File: src/rtl/rtc_pkg.sv
// rtc_pkg: shared field indices, BCD limits and ASCII codes for the RTC display path
package rtc_pkg;
  localparam logic [2:0] FLD_SEC   = 3'd0;
  localparam logic [2:0] FLD_MIN   = 3'd1;
  localparam logic [2:0] FLD_HOUR  = 3'd2;
  localparam logic [2:0] FLD_DAY   = 3'd3;
  localparam logic [2:0] FLD_MONTH = 3'd4;
  localparam logic [2:0] FLD_YEAR  = 3'd5;
  localparam logic [2:0] FLD_NONE  = 3'd7;
  localparam logic [7:0] SEC_MIN    = 8'h00;
  localparam logic [7:0] SEC_MAX    = 8'h59;
  localparam logic [7:0] MINUTE_MIN = 8'h00;
  localparam logic [7:0] MINUTE_MAX = 8'h59;
  localparam logic [7:0] HOUR12_MIN = 8'h01;
  localparam logic [7:0] HOUR12_MAX = 8'h12;
  localparam logic [7:0] HOUR24_MIN = 8'h00;
  localparam logic [7:0] HOUR24_MAX = 8'h23;
  localparam logic [7:0] DAY_MIN    = 8'h01;
  localparam logic [7:0] DAY_MAX    = 8'h31;
  localparam logic [7:0] MONTH_MIN  = 8'h01;
  localparam logic [7:0] MONTH_MAX  = 8'h12;
  localparam logic [7:0] YEAR_MIN   = 8'h00;
  localparam logic [7:0] YEAR_MAX   = 8'h99;
  localparam logic [6:0] CH_SPACE = 7'h20;
  localparam logic [6:0] CH_COLON = 7'h3A;
  localparam logic [6:0] CH_SLASH = 7'h2F;
  localparam logic [6:0] CH_ZERO  = 7'h30;
  localparam logic [6:0] CH_A     = 7'h41;
  localparam logic [6:0] CH_P     = 7'h50;
  localparam logic [6:0] CH_M     = 7'h4D;
endpackage

File: src/rtl/rtc_bcd_check.sv
// rtc_bcd_check: a byte is accepted when both nibbles are decimal digits and it lies in [lo, hi]
module rtc_bcd_check (
  input  logic [7:0] value,
  input  logic [7:0] lo,
  input  logic [7:0] hi,
  output logic       ok
);
  assign ok = value[7:4] <= 4'd9 && value[3:0] <= 4'd9 && value >= lo && value <= hi;
endmodule

File: src/rtl/rtc_display_buffer.sv
// rtc_display_buffer: BCD shadow/display time registers with frame-aligned commit and blinking ASCII readout; RTC_DISPLAY_AMPM_EN adds an AM/PM suffix
module rtc_display_buffer
  import rtc_pkg::*;
#(
  parameter int BLINK_FRAMES = 30,
  parameter int CHAR_W = 7
) (
  input  logic              clk,
  input  logic              reset,
  input  logic [7:0]        rd_data,
  input  logic              rd_valid,
  input  logic              ensec,
  input  logic              enmin,
  input  logic              enhour,
  input  logic              enday,
  input  logic              enmonth,
  input  logic              enyear,
  input  logic              mode12,
  input  logic              frame_sync,
  input  logic              edit_mode,
  input  logic [2:0]        edit_field,
  input  logic [4:0]        char_idx,
  output logic [CHAR_W-1:0] char_code,
  output logic              pm,
  output logic              bcd_err,
  output logic              sel_err,
  output logic              dirty
);
  localparam logic [7:0] RST_F [6] = '{8'h00, 8'h00, 8'h00, 8'h01, 8'h01, 8'h00};
  logic [5:0] en;
  logic       onehot, ok, is_hour, sh_pm, hidden, blank;
  logic [2:0] fld, fi;
  logic [7:0] val, lo, hi;
  logic [7:0] sh [6];
  logic [7:0] disp [6];
  logic [5:0] cnt;
  logic [4:0] grp, pos;
  logic [6:0] ch;
`ifdef RTC_DISPLAY_AMPM_EN
  logic       disp_m12;
`endif
  assign en      = {enyear, enmonth, enday, enhour, enmin, ensec};
  assign onehot  = en != 6'd0 && (en & (en - 6'd1)) == 6'd0;
  assign fld     = en[0] ? FLD_SEC : en[1] ? FLD_MIN : en[2] ? FLD_HOUR :
                   en[3] ? FLD_DAY : en[4] ? FLD_MONTH : FLD_YEAR;
  assign is_hour = fld == FLD_HOUR;
  assign val = is_hour ? (mode12 ? {3'b000, rd_data[4:0]} : {2'b00, rd_data[5:0]}) :
               (fld == FLD_SEC || fld == FLD_MIN) ? {1'b0, rd_data[6:0]} :
               fld == FLD_DAY ? {2'b00, rd_data[5:0]} :
               fld == FLD_MONTH ? {3'b000, rd_data[4:0]} : rd_data;
  assign lo  = fld == FLD_SEC ? SEC_MIN : fld == FLD_MIN ? MINUTE_MIN :
               is_hour ? (mode12 ? HOUR12_MIN : HOUR24_MIN) :
               fld == FLD_DAY ? DAY_MIN : fld == FLD_MONTH ? MONTH_MIN : YEAR_MIN;
  assign hi  = fld == FLD_SEC ? SEC_MAX : fld == FLD_MIN ? MINUTE_MAX :
               is_hour ? (mode12 ? HOUR12_MAX : HOUR24_MAX) :
               fld == FLD_DAY ? DAY_MAX : fld == FLD_MONTH ? MONTH_MAX : YEAR_MAX;
  rtc_bcd_check u_chk (.value(val), .lo(lo), .hi(hi), .ok(ok));
  // Shadow capture and frame-aligned commit; a capture in the commit cycle re-arms dirty
  always_ff @(posedge clk) begin
    if (reset) begin
      sh      <= RST_F;
      disp    <= RST_F;
      sh_pm   <= 1'b0;
      pm      <= 1'b0;
      dirty   <= 1'b0;
      bcd_err <= 1'b0;
      sel_err <= 1'b0;
`ifdef RTC_DISPLAY_AMPM_EN
      disp_m12 <= 1'b0;
`endif
    end else begin
      if (frame_sync && dirty) begin
        disp  <= sh;
        pm    <= sh_pm;
        dirty <= 1'b0;
`ifdef RTC_DISPLAY_AMPM_EN
        disp_m12 <= mode12;
`endif
      end
      if (rd_valid && !onehot) sel_err <= 1'b1;
      else if (rd_valid && !ok) bcd_err <= 1'b1;
      else if (rd_valid) begin
        sh[fld] <= val;
        dirty   <= 1'b1;
        if (is_hour) sh_pm <= mode12 & rd_data[5];
      end
    end
  end
  // Blink timer runs on frame pulses only while editing, otherwise parked visible
  always_ff @(posedge clk) begin
    if (reset || !edit_mode) begin
      cnt    <= 6'd0;
      hidden <= 1'b0;
    end else if (frame_sync) begin
      cnt    <= cnt == 6'(BLINK_FRAMES - 1) ? 6'd0 : cnt + 6'd1;
      hidden <= cnt == 6'(BLINK_FRAMES - 1) ? ~hidden : hidden;
    end
  end
  // Character map: positions come in groups of three (tens, units, separator)
  always_comb begin
    grp = char_idx / 5'd3;
    pos = char_idx % 5'd3;
    fi  = FLD_NONE;
    ch  = CH_SPACE;
    if (char_idx <= 5'd16) begin
      if (pos == 5'd2) ch = grp < 5'd2 ? CH_COLON : grp == 5'd2 ? CH_SPACE : CH_SLASH;
      else begin
        fi = grp == 5'd0 ? FLD_HOUR : grp == 5'd1 ? FLD_MIN : grp == 5'd2 ? FLD_SEC : grp[2:0];
        ch = CH_ZERO + {3'b000, pos == 5'd0 ? disp[fi][7:4] : disp[fi][3:0]};
      end
    end
`ifdef RTC_DISPLAY_AMPM_EN
    else if (disp_m12 && (char_idx == 5'd18 || char_idx == 5'd19)) begin
      fi = FLD_HOUR;
      ch = char_idx == 5'd19 ? CH_M : pm ? CH_P : CH_A;
    end
`endif
  end
  assign blank = edit_mode && hidden && fi != FLD_NONE && fi == edit_field;
  // Registered character port, one cycle behind char_idx
  always_ff @(posedge clk) begin
    if (reset) char_code <= CHAR_W'(CH_SPACE);
    else char_code <= CHAR_W'(blank ? CH_SPACE : ch);
  end
endmodule
File: config.mk
export PLATFORM = sky130hd
export DESIGN_NAME = rtc_display_buffer
export DESIGN_NICKNAME = d
export VERILOG_FILES = /design/src/rtl/rtc_pkg.sv /design/src/rtl/rtc_bcd_check.sv /design/src/rtl/rtc_display_buffer.sv
export SDC_FILE = /design/constraint.sdc
export NUM_CORES = 1
export LEC_CHECK = 0
export ABC_AREA = 1
export BUFFER_PORTS_ARGS = -buffer_cell sky130_fd_sc_hd__buf_2
export CORE_MARGIN = 3
export CORE_UTILIZATION = 26
export CTS_CLUSTER_SIZE = 20
export DETAILED_ROUTE_END_ITERATION = 6
export PLACE_DENSITY = 0.42
export SYNTH_ARGS = -nofsm -noshare
export SYNTH_HDL_FRONTEND = slang
export SYNTH_SLANG_ARGS = --single-unit
File: constraint.sdc
create_clock -name clk -period 3.5 [get_ports clk]
set_input_delay 0.35 -clock clk [delete_from_list [all_inputs] [get_ports clk]]
set_output_delay 0.35 -clock clk [all_outputs]
set_load 0.02 [all_outputs]
; ---- Word level (Yosys, flattened, before mapping)
; Cells that the tools add are included.
[totals]
register_bits = 115
out_inout_bits = 11
wordCells = 120
[op_classes]
add_sub_neg = 3
n_div = 2
magnitude_cmp = 9
n_eq_ne = 10
muxes = 42
bitwise = 8
reduce_logical = 26
[op_table]
columns = op, count
row1 = 8-bit 2-to-1 mux, 12
row2 = 48-bit bitwise mux, 1
row3 = 3-bit 2-to-1 mux, 9
row4 = 8-bit binary-select mux with 3-bit select, 1
row5 = 8-bit demux with 3-bit select, 1
row6 = 6-bit 2-to-1 mux, 3
row7 = 1-bit logical AND, 11
row8 = 1-bit 2-to-1 mux, 11
row9 = 5-bit by 2-bit equality test with 1-bit output (second input constant), 2
row10 = 5-bit zero test, 2
row11 = 4-bit >= comparator (second input constant), 2
row12 = 8-bit by 1-bit >= comparator with 1-bit output, 1
row13 = 4-bit <= comparator (second input constant), 2
row14 = 8-bit <= comparator, 1
row15 = 4-bit 2-to-1 mux, 2
row16 = 3-bit NOT with 4-bit output, 2
row17 = 6-bit by 4-bit adder with 7-bit output (first input constant), 1
row18 = 7-bit 2-to-1 mux, 1
row19 = 6-bit by 1-bit adder with 6-bit output (second input constant), 1
row20 = 6-bit bitwise AND, 1
row21 = 3-bit by 2-bit equality test with 1-bit output (second input constant), 2
row22 = 6-bit by 5-bit equality test with 1-bit output (second input constant), 1
row23 = 6-bit zero test, 1
row24 = 6-bit nonzero test, 1
row25 = other kinds (21), 28

; ---- Logic depth before layout (Yosys ltp)
; Gate-level depths: netlist (run 1).
[logic_depth]
word_depth = 18
ltp_mapped = 22
mapped_depth_nobuf = 22

; ---- Cells and area by module
; A second synthesis (run 1) with hierarchy kept.
[unflattened]
hier_cells = 818
area_unflattened_um2 = 5708.0
[modules_own_cells]
columns = module, instances, cells_each, area_per_inst_um2, seq_area_each_um2
row1 = rtc_display_buffer, 1, 740, 5238.8, 2262.2
row2 = rtc_bcd_check, 1, 78, 469.2, 0.0

; ---- Worst setup path after synthesis (run 1)
; OpenSTA, ideal clock, no wires.
[synth_path]
path_type = input -> register
from = in enhour
to = reg sh[29] (netlist name)
setup_ns = 0.127
arrival_ns = 2.410
required_ns = 3.373
path_slack_ns = 0.962
path_stages = 18
path_buffers = 1
path_cell_list = inv_1 > nand2_1 > nand2_4 > nor2_2 > nand2_2 > nand3_2 > nand2_4 > inv_4 > ha_1 > a21oi_1 > o221ai_1 > o21ai_0 > nand2_2 > nor2_8 > nand3_2 > buf_6 > nor2_1 > a211oi_2
[synth_via]
elab_chain_len = 16
[synth_lines]
columns = element, line_no
row1 = start: declaration, rtc_display_buffer.sv:14  ; input logic enhour,
row2 = 3-bit 2-to-1 mux * (3 in series), rtc_display_buffer.sv:44  ; assign fld = en[0] ? FLD_SEC : en[1] ? FLD_MIN : en[2] ? FLD_HOUR :
row3 = 3-bit equality test, rtc_display_buffer.sv:50  ; fld == FLD_MONTH ? {3'b000, rd_data[4:0]} : rd_data;
row4 = 8-bit 2-to-1 mux, rtc_display_buffer.sv:50
row5 = 8-bit 2-to-1 mux, rtc_display_buffer.sv:49  ; fld == FLD_DAY ? {2'b00, rd_data[5:0]} :
row6 = 8-bit 2-to-1 mux, rtc_display_buffer.sv:48  ; (fld == FLD_SEC || fld == FLD_MIN) ? {1'b0, rd_data[6:0]} :
row7 = 8-bit 2-to-1 mux *, rtc_display_buffer.sv:47  ; assign val = is_hour ? (mode12 ? {3'b000, rd_data[4:0]} : {2'b00, rd_data[5:0]}) :
row8 = named net u_chk.value[5], rtc_bcd_check.sv:3  ; input logic [7:0] value,
row9 = "parallel branches: the longest is 8 deep, another holds 8-bit by 1-bit >= comparator with 1-bit output", -
row10 = end signal: indexed assignment, rtc_display_buffer.sv:83  ; sh[fld] <= val;
row11 = end: declaration, rtc_display_buffer.sv:34  ; logic [7:0] sh [6];
; Mark *: on every way through the listed nets, which the timed path passes.
; A chain may end at the register's enable or synchronous reset.

; ---- Worst setup path after layout (run 1)
[layout_path]
from = in ensec
to = reg sh[24] (netlist name)
[layout_via]
elab_chain_len = 14
[layout_lines]
columns = element, line_no
row1 = start: declaration, rtc_display_buffer.sv:12  ; input logic ensec,
row2 = 3-bit 2-to-1 mux *, rtc_display_buffer.sv:44
row3 = 3-bit equality test, rtc_display_buffer.sv:50
row4 = 8-bit 2-to-1 mux, rtc_display_buffer.sv:50
row5 = 8-bit 2-to-1 mux, rtc_display_buffer.sv:49
row6 = 8-bit 2-to-1 mux, rtc_display_buffer.sv:48
row7 = 8-bit 2-to-1 mux *, rtc_display_buffer.sv:47
row8 = named net u_chk.value[5], rtc_bcd_check.sv:3
row9 = "parallel branches: the longest is 3 deep, another holds 8-bit by 1-bit >= comparator with 1-bit output", -
row10 = 1-bit logical AND *, rtc_bcd_check.sv:8  ; assign ok = value[7:4] <= 4'd9 && value[3:0] <= 4'd9 && value >= lo && value <= hi;
row11 = 1-bit zero test *, rtc_display_buffer.sv:81  ; else if (rd_valid && !ok) bcd_err <= 1'b1;
row12 = 1-bit logical AND *, rtc_display_buffer.sv:81
row13 = 1-bit NOT (no line) *, -
row14 = 3-bit AND reduction (no line) *, -
; Marks and branches as above.

==> impl_metrics.env, run 1 <==
export IMPL_hold_class="primary input to flip-flop"
export IMPL_outcome="finished clean"
export IMPL_dpl_hpwl_um=10100
export IMPL_cts_root_buf="clkbuf_16"
export IMPL_layout_drive_gt1_share_pct=16.6
export IMPL_place_ws_ns=0.407
export IMPL_seq_power_share_pct=38.0
export IMPL_crit_path_max_fanout=16
export IMPL_clkTransAtPathRegs_ns=0.06
export IMPL_synth_seq_cells=113
export IMPL_grt_ovfl_total=0
export IMPL_period_needed_ns=2.75
export IMPL_maxCapViolCount=0
export IMPL_slew_viol_final=0
export IMPL_num_vias=4685
export IMPL_critPathKind="primary input to flip-flop"
export IMPL_final_nets=794
export IMPL_fin_crit_sh_pct=78.5
export IMPL_p_int_mw=2.53
export IMPL_place_congestion=0.809
export IMPL_power_switching_mw=0.905
export IMPL_netlist_instances=722
export IMPL_start_kind="primary input"
export IMPL_antenna_left=0
export IMPL_hold_viol=0
export IMPL_grt_pass1_wl_um=24000
export IMPL_antenna_cells=0
export IMPL_htreeDepth=4
export IMPL_synth_avg_cell_area_um2=7.38
export IMPL_ys_types=45
export IMPL_p_total_mw=3.44
export IMPL_fp_dieArea_um2=22200
export IMPL_cp_end_kind="flip-flop"
export IMPL_power_density_nw_per_um2=540
export IMPL_finalSetupViolCount=0
export IMPL_required_ns=3.79
export IMPL_fmax_ghz=0.364
export IMPL_die_width_um=149
export IMPL_stdcell_area_um2=6370
export IMPL_drtIter0Drc=299
export IMPL_cts_tree="yes"
export IMPL_buffer_ports_inserted=36
export IMPL_p_clk_share_pct=51.2
export IMPL_first_pass_iters=4
export IMPL_antenna_found_initial=0
export IMPL_synth_edf_count=0
export IMPL_cts_resized=0
export IMPL_relSlewSlack_pct=62.8
export IMPL_ios=39
export IMPL_synth_main_ff_cell="dfxtp_1"
export IMPL_ir_worst_vdd_mv=0.296
export IMPL_clk_latency_ns=0.41
export IMPL_via_per_inst=4.54
export IMPL_wl_um=14600
export IMPL_start_util_pct=26.9
export IMPL_grt_pass1_vias=4560
export IMPL_cts_sinks=113
export IMPL_worst_pin_slew_ns=0.559
export IMPL_numCtsBuffers=17
export IMPL_yosysSeqAreaShare_pct=42.5
export IMPL_wl_per_cell_um=14.2
export IMPL_switching_share_pct=26.3
export IMPL_synth_nets=762
export IMPL_fillers=2172
export IMPL_row_count=51
export IMPL_r2r_slack_ns=1.94
export IMPL_syn_area_um2=5330
export IMPL_r2r_cells=5
export IMPL_core_area_um2=19800
export IMPL_worst_slack_ns=0.751
export IMPL_p_comb_share_pct=10.8
export IMPL_post_cts_buffers=0
export IMPL_ys_warn_count=0
export IMPL_worstPathArrival_ns=3.04
export IMPL_rsz0062_at_grt="no"
export IMPL_cts_path_max_buffers=2
export IMPL_ctsHoldBuffers=0
export IMPL_fp_dieH_um=149
export IMPL_grt_max_degree=62
export IMPL_hold_depth=3
export IMPL_grt_use_total_pct=13.8
export IMPL_p_leak_nw=2.68
export IMPL_place_area_um2=5760
export IMPL_drc_errors=0
export IMPL_finalSetupTns_ns=0
export IMPL_async_reset_ff_share_pct=0
export IMPL_area_growth_pct=19.6
export IMPL_skew_ns=0.00816
export IMPL_fin_hold_ws_ns=0.183
-- through the flow --
stage                     cells  utilization (%)
after floorplan             722                -
after global placement     1000             29.1
after detailed placement   1000             29.1
after CTS                  1032             32.2
after global routing       1032             32.2
final                      1032             32.2
-- layer usage --
metal / up-vias / global-route usage, % / wire length [um]
met5: - / 0 / 0
met4: 0 / 3.94 / 129
met3: 13 / 3.43 / 453
met2: 90 / 21.9 / 6540
met1: 2146 / 18.7 / 7520
li1: 2436 / - / -
-- state kept, by name, indices dropped and copies added (netlist names) --
signal / count
bcd_err: 1
char_code: 5
cnt: 6
dirty: 1
disp: 48
hidden: 1
pm: 1
sel_err: 1
sh: 48
sh_pm: 1
-- cell type report --
class,instances,area [um2],area share (%)
multi-input combinational,508,2650,41.6
tap,265,332,5.20
timing repair buffer,45,260,4.08
inverter,69,262,4.10
clock inverter,15,185,2.90
sequential,113,2260,35.5
clock buffer,17,425,6.67
-- power groups by stage --
stage | sequential [mW] | combinational [mW] | clock [mW]
floorplan | 1.34 | 0.245 | 0
global placement | 1.33 | 0.370 | 0
detailed placement | 1.33 | 0.373 | 0
CTS | 1.31 | 0.375 | 1.80
global route | 1.31 | 0.415 | 1.87
finish | 1.31 | 0.372 | 1.76
-- final timing paths --
path / start / endpoint
setup / recovery: ensec / sh[24]
hold / removal: rd_valid / sel_err
setup reg to reg: dirty / disp[29]
hold reg to reg: sh[47] / sh[47]
-- kinds of logic after synthesis --
logic type,Yosys count,synth area share (%)
AO/OA/AOI/OAI,179,18.4
XOR/XNOR,3,0.493
adder cells (fa/ha/maj),12,2.82
buffers and inverters,101,7.84
flip-flops,113,42.5
other,2,0.141
AND/OR/NAND/NOR,312,27.8
-- Yosys cell counts, types with 2 or more instances --
| master | number | area (um2) |
|---|---|---|
| nand2_1 | 132 | 495 |
| dfxtp_1 | 113 | 2260 |
| nor2_1 | 103 | 387 |
| a21oi_1 | 76 | 380 |
| o21ai_0 | 63 | 315 |
| inv_1 | 55 | 206 |
| nand3_1 | 33 | 165 |
| clkbuf_1 | 24 | 90.1 |
| o21ai_1 | 20 | 100 |
| ha_1 | 12 | 150 |
| inv_2 | 11 | 41.3 |
| nand3_2 | 8 | 80.1 |
| nand4_1 | 7 | 43.8 |
| buf_4 | 4 | 30.0 |
| nand2_2 | 4 | 25.0 |
| nor2_8 | 4 | 80.1 |
| nor3b_1 | 4 | 30.0 |
| o21ai_2 | 4 | 35.0 |
| a21oi_2 | 3 | 26.3 |
| nand2_4 | 3 | 33.8 |
| nand3_4 | 3 | 52.6 |
| nor2_2 | 3 | 18.8 |
| nor3_1 | 3 | 15.0 |
| o211ai_1 | 3 | 22.5 |
| xor2_1 | 3 | 26.3 |
| buf_2 | 2 | 10.0 |
| clkinv_1 | 2 | 7.51 |
| conb_1 | 2 | 7.51 |
| nor2_4 | 2 | 22.5 |
-- placed cells by master (no fill, tap or decap), drive strengths merged --
cell,n
inv,68
ha,12
clkbuf,17
o21ai,87
nand4,8
clkinvlp,5
nor3,3
nor4,1
a21oi,79
a211oi,2
o22ai,1
o211ai,3
nand3,44
nand3b,1
o221a,1
nand2,139
bufinv,3
o211a,1
buf,45
a2111oi,1
dfxtp,113
clkinv,8
xor2,3
conb,2
o21bai,1
o21a,1
o31ai,1
o221ai,1
nor3b,4
nor2,112
-- critical path: stages --
cell	delay, ns
buf_2	0.15
nor2_8	0.17
nand2_4	0.08
nor2_2	0.17
nand2_2	0.09
nand3_2	0.10
nand2_4	0.07
inv_4	0.10
ha_1	0.25
a21oi_1	0.16
o221ai_1	0.14
o21ai_0	0.15
nand2_2	0.15
nor2_8	0.24
nand3_2	0.32
o21ai_0	0.27
a21oi_1	0.05
Power figures use the tool's default switching activity.
==> run 2, diff against run 1 <==
PLACE_DENSITY = 0.43   (was 0.42)
clock period = 2.4 ns   (was 3.5 ns; I/O delays follow)
==> run 2 against run 1 <==
Effect of this change: sequential cell count unchanged; clock power up 63%; largest cell class unchanged; worst setup slack got worse by 0.59 ns; first-iteration DRC count shrank 24%; sequential share of layout area decreased by 3.8 points; sequential power grew 46%; critical path depth grew 4.
==> impl_metrics.env, run 2 (synthesized netlist as in run 1, its figures left out) <==
export IMPL_p_total_mw=5.47
export IMPL_row_count=51
export IMPL_hold_depth=3
export IMPL_power_density_nw_per_um2=767
export IMPL_hold_class="primary input to flip-flop"
export IMPL_required_ns=2.74
export IMPL_dpl_hpwl_um=10600
export IMPL_hold_path_startpoint="rd_valid"
export IMPL_slowest_stage="nor2_4"
export IMPL_fmax_ghz=0.446
export IMPL_reg2reg_to="char_code[1]"
export IMPL_start_kind="primary input"
export IMPL_antenna_cells=0
export IMPL_die_width_um=149
export IMPL_crit_path_max_fanout=10
export IMPL_drc_errors=0
export IMPL_area_growth_pct=33.9
export IMPL_r2r_cells=6
export IMPL_numCtsBuffers=17
export IMPL_wl_um=15200
export IMPL_num_vias=4846
export IMPL_worst_slack_ns=0.158
export IMPL_via_per_inst=4.39
export IMPL_cts_root_buf="clkbuf_16"
export IMPL_grt_ovfl_total=0
export IMPL_r2r_slack_ns=1.00
export IMPL_place_ws_ns=-0.299
export IMPL_first_pass_iters=4
export IMPL_grt_pass1_vias=4725
export IMPL_cp_end_kind="flip-flop"
export IMPL_fin_crit_sh_pct=93.4
export IMPL_path_delay_family="simple AND/OR/NAND/NOR gates"
export IMPL_grt_max_degree=53
export IMPL_core_area_um2=19800
export IMPL_antenna_left=0
export IMPL_clk_latency_ns=0.41
export IMPL_crit_cells=21
export IMPL_buffer_ports_inserted=36
export IMPL_min_to="sel_err"
export IMPL_ir_worst_vdd_mv=0.461
export IMPL_cts_sinks=113
export IMPL_reg2reg_from="hidden"
export IMPL_ctsHoldBuffers=0
export IMPL_final_cell_mix="nand2_1 (128), dfxtp_1 (113), nor2_1 (101)"
export IMPL_period_needed_ns=2.24
export IMPL_grt_pass1_wl_um=24600
export IMPL_layout_commonest_cell="nand2_1"
export IMPL_cp_common_cell="nand2_1"
export IMPL_maxCapViolCount=0
export IMPL_critPathMaxStageDelay_ns=0.29
export IMPL_grt_use_total_pct=14.1
export IMPL_finalSetupViolCount=0
export IMPL_slew_viol_final=0
export IMPL_antenna_found_initial=0
export IMPL_crit_chain="buf_2 -> inv_1 -> nand3_2 -> nand2_4 -> inv_2 -> nand2_1 -> nand2_1 -> nand2_1 -> inv_1 -> ha_2 -> inv_1 -> nand3_4 -> nor2_4 -> buf_4 -> clkbuf_16 -> a21oi_1 -> nand2_1 -> nand3_1 -> nand2_1 -> nand2_1 -> a21oi_1"
export IMPL_clkTransAtPathRegs_ns=0.05
export IMPL_drtIter0Drc=226
export IMPL_p_leak_nw=3.10
export IMPL_final_nets=867
export IMPL_fp_dieH_um=149
export IMPL_hold_viol=0
export IMPL_critPathKind="primary input to flip-flop"
export IMPL_crit_buf_inv=7
export IMPL_outcome="finished clean"
export IMPL_fillers=2162
export IMPL_worstPathArrival_ns=2.58
export IMPL_reg_largest_list="disp: 48 flops, sh: 48 flops, cnt: 6 flops"
export IMPL_wl_per_cell_um=13.8
export IMPL_layout_drive_gt1_share_pct=25.3
export IMPL_skew_ns=0.0102
export IMPL_ios=39
export IMPL_place_congestion=0.774
export IMPL_cts_tree="yes"
export IMPL_fp_dieArea_um2=22200
export IMPL_start_util_pct=26.9
export IMPL_cts_path_max_buffers=2
export IMPL_htreeDepth=4
run 2: cell count changes in the layout (fill, tap and decap cells not counted), sizes merged:
cell / change
buf: +71
clkbuf: +6
clkinvlp: -4
bufinv: +3
clkinv: -3
inv: -1
run 2: stage by stage:
step / hold slack, ns / TNS (ns) / instance area, um2 / cells / util, %
5_1_grt: 0.0760 / -0.0157 / 7130 / 1104 / 36.1
4_1_cts: 0.0689 / 0 / 6950 / 1094 / 35.1
2_1_floorplan: 0.374 / 0 / 5350 / 722 / -
6_report: 0.0878 / 0 / 7130 / 1104 / 36.1
3_3_place_gp: 0.421 / -8.90 / 6290 / 1063 / 31.8
3_5_place_dp: 0.424 / -10.38 / 6290 / 1063 / 31.8
run 2: timing repair:
item | CTS | global route
setup endpoints to repair | 0 | 18
setup buffers | 0 | 8
resized for setup | 0 | 20
run 2: worst max path at each step:
stage | start | to | slack (ns)
6_report | char_idx[4] | char_code[1] | 0.16
5_1_grt | char_idx[4] | char_code[1] | -0.007
4_1_cts | char_idx[4] | char_code[1] | 0.13
3_5_place_dp | char_idx[4] | char_code[1] | -0.30
3_3_place_gp | char_idx[4] | char_code[1] | -0.33
2_1_floorplan | enmin | sh[5] | 0.0004
run 2: worst register-to-register path: stages (launching register included):
cell       delay, ns
dfxtp_1         0.30
inv_1           0.05
a2111oi_0       0.40
o221a_2         0.26
nand4_1         0.08
nand2_2         0.14
a21oi_1         0.06
run 2: cell type report:
type / instances / area, um2 / share of cell area [%]
multi-input cells: 508 / 2730 / 38.3
flip-flops and latches: 113 / 2260 / 31.7
repair buffers: 118 / 880 / 12.3
clock buffers: 21 / 460 / 6.45
well taps: 265 / 332 / 4.65
inverters: 69 / 264 / 3.70
clock inverters: 10 / 206 / 2.89
run 2: per-layer routing:
layer,global-route usage (%),vias up,wire length [um]
li1,-,2580,-
met1,18.8,2203,7660
met2,22.7,50,6970
met3,3.28,13,386
met4,4.12,0,165
met5,0,-,0
run 2: report_power, final:
group / internal (mW) / switching (mW)
clock: 1.99 / 0.863
combinational: 0.292 / 0.419
sequential: 1.90 / 0.00775
total: 4.18 / 1.29
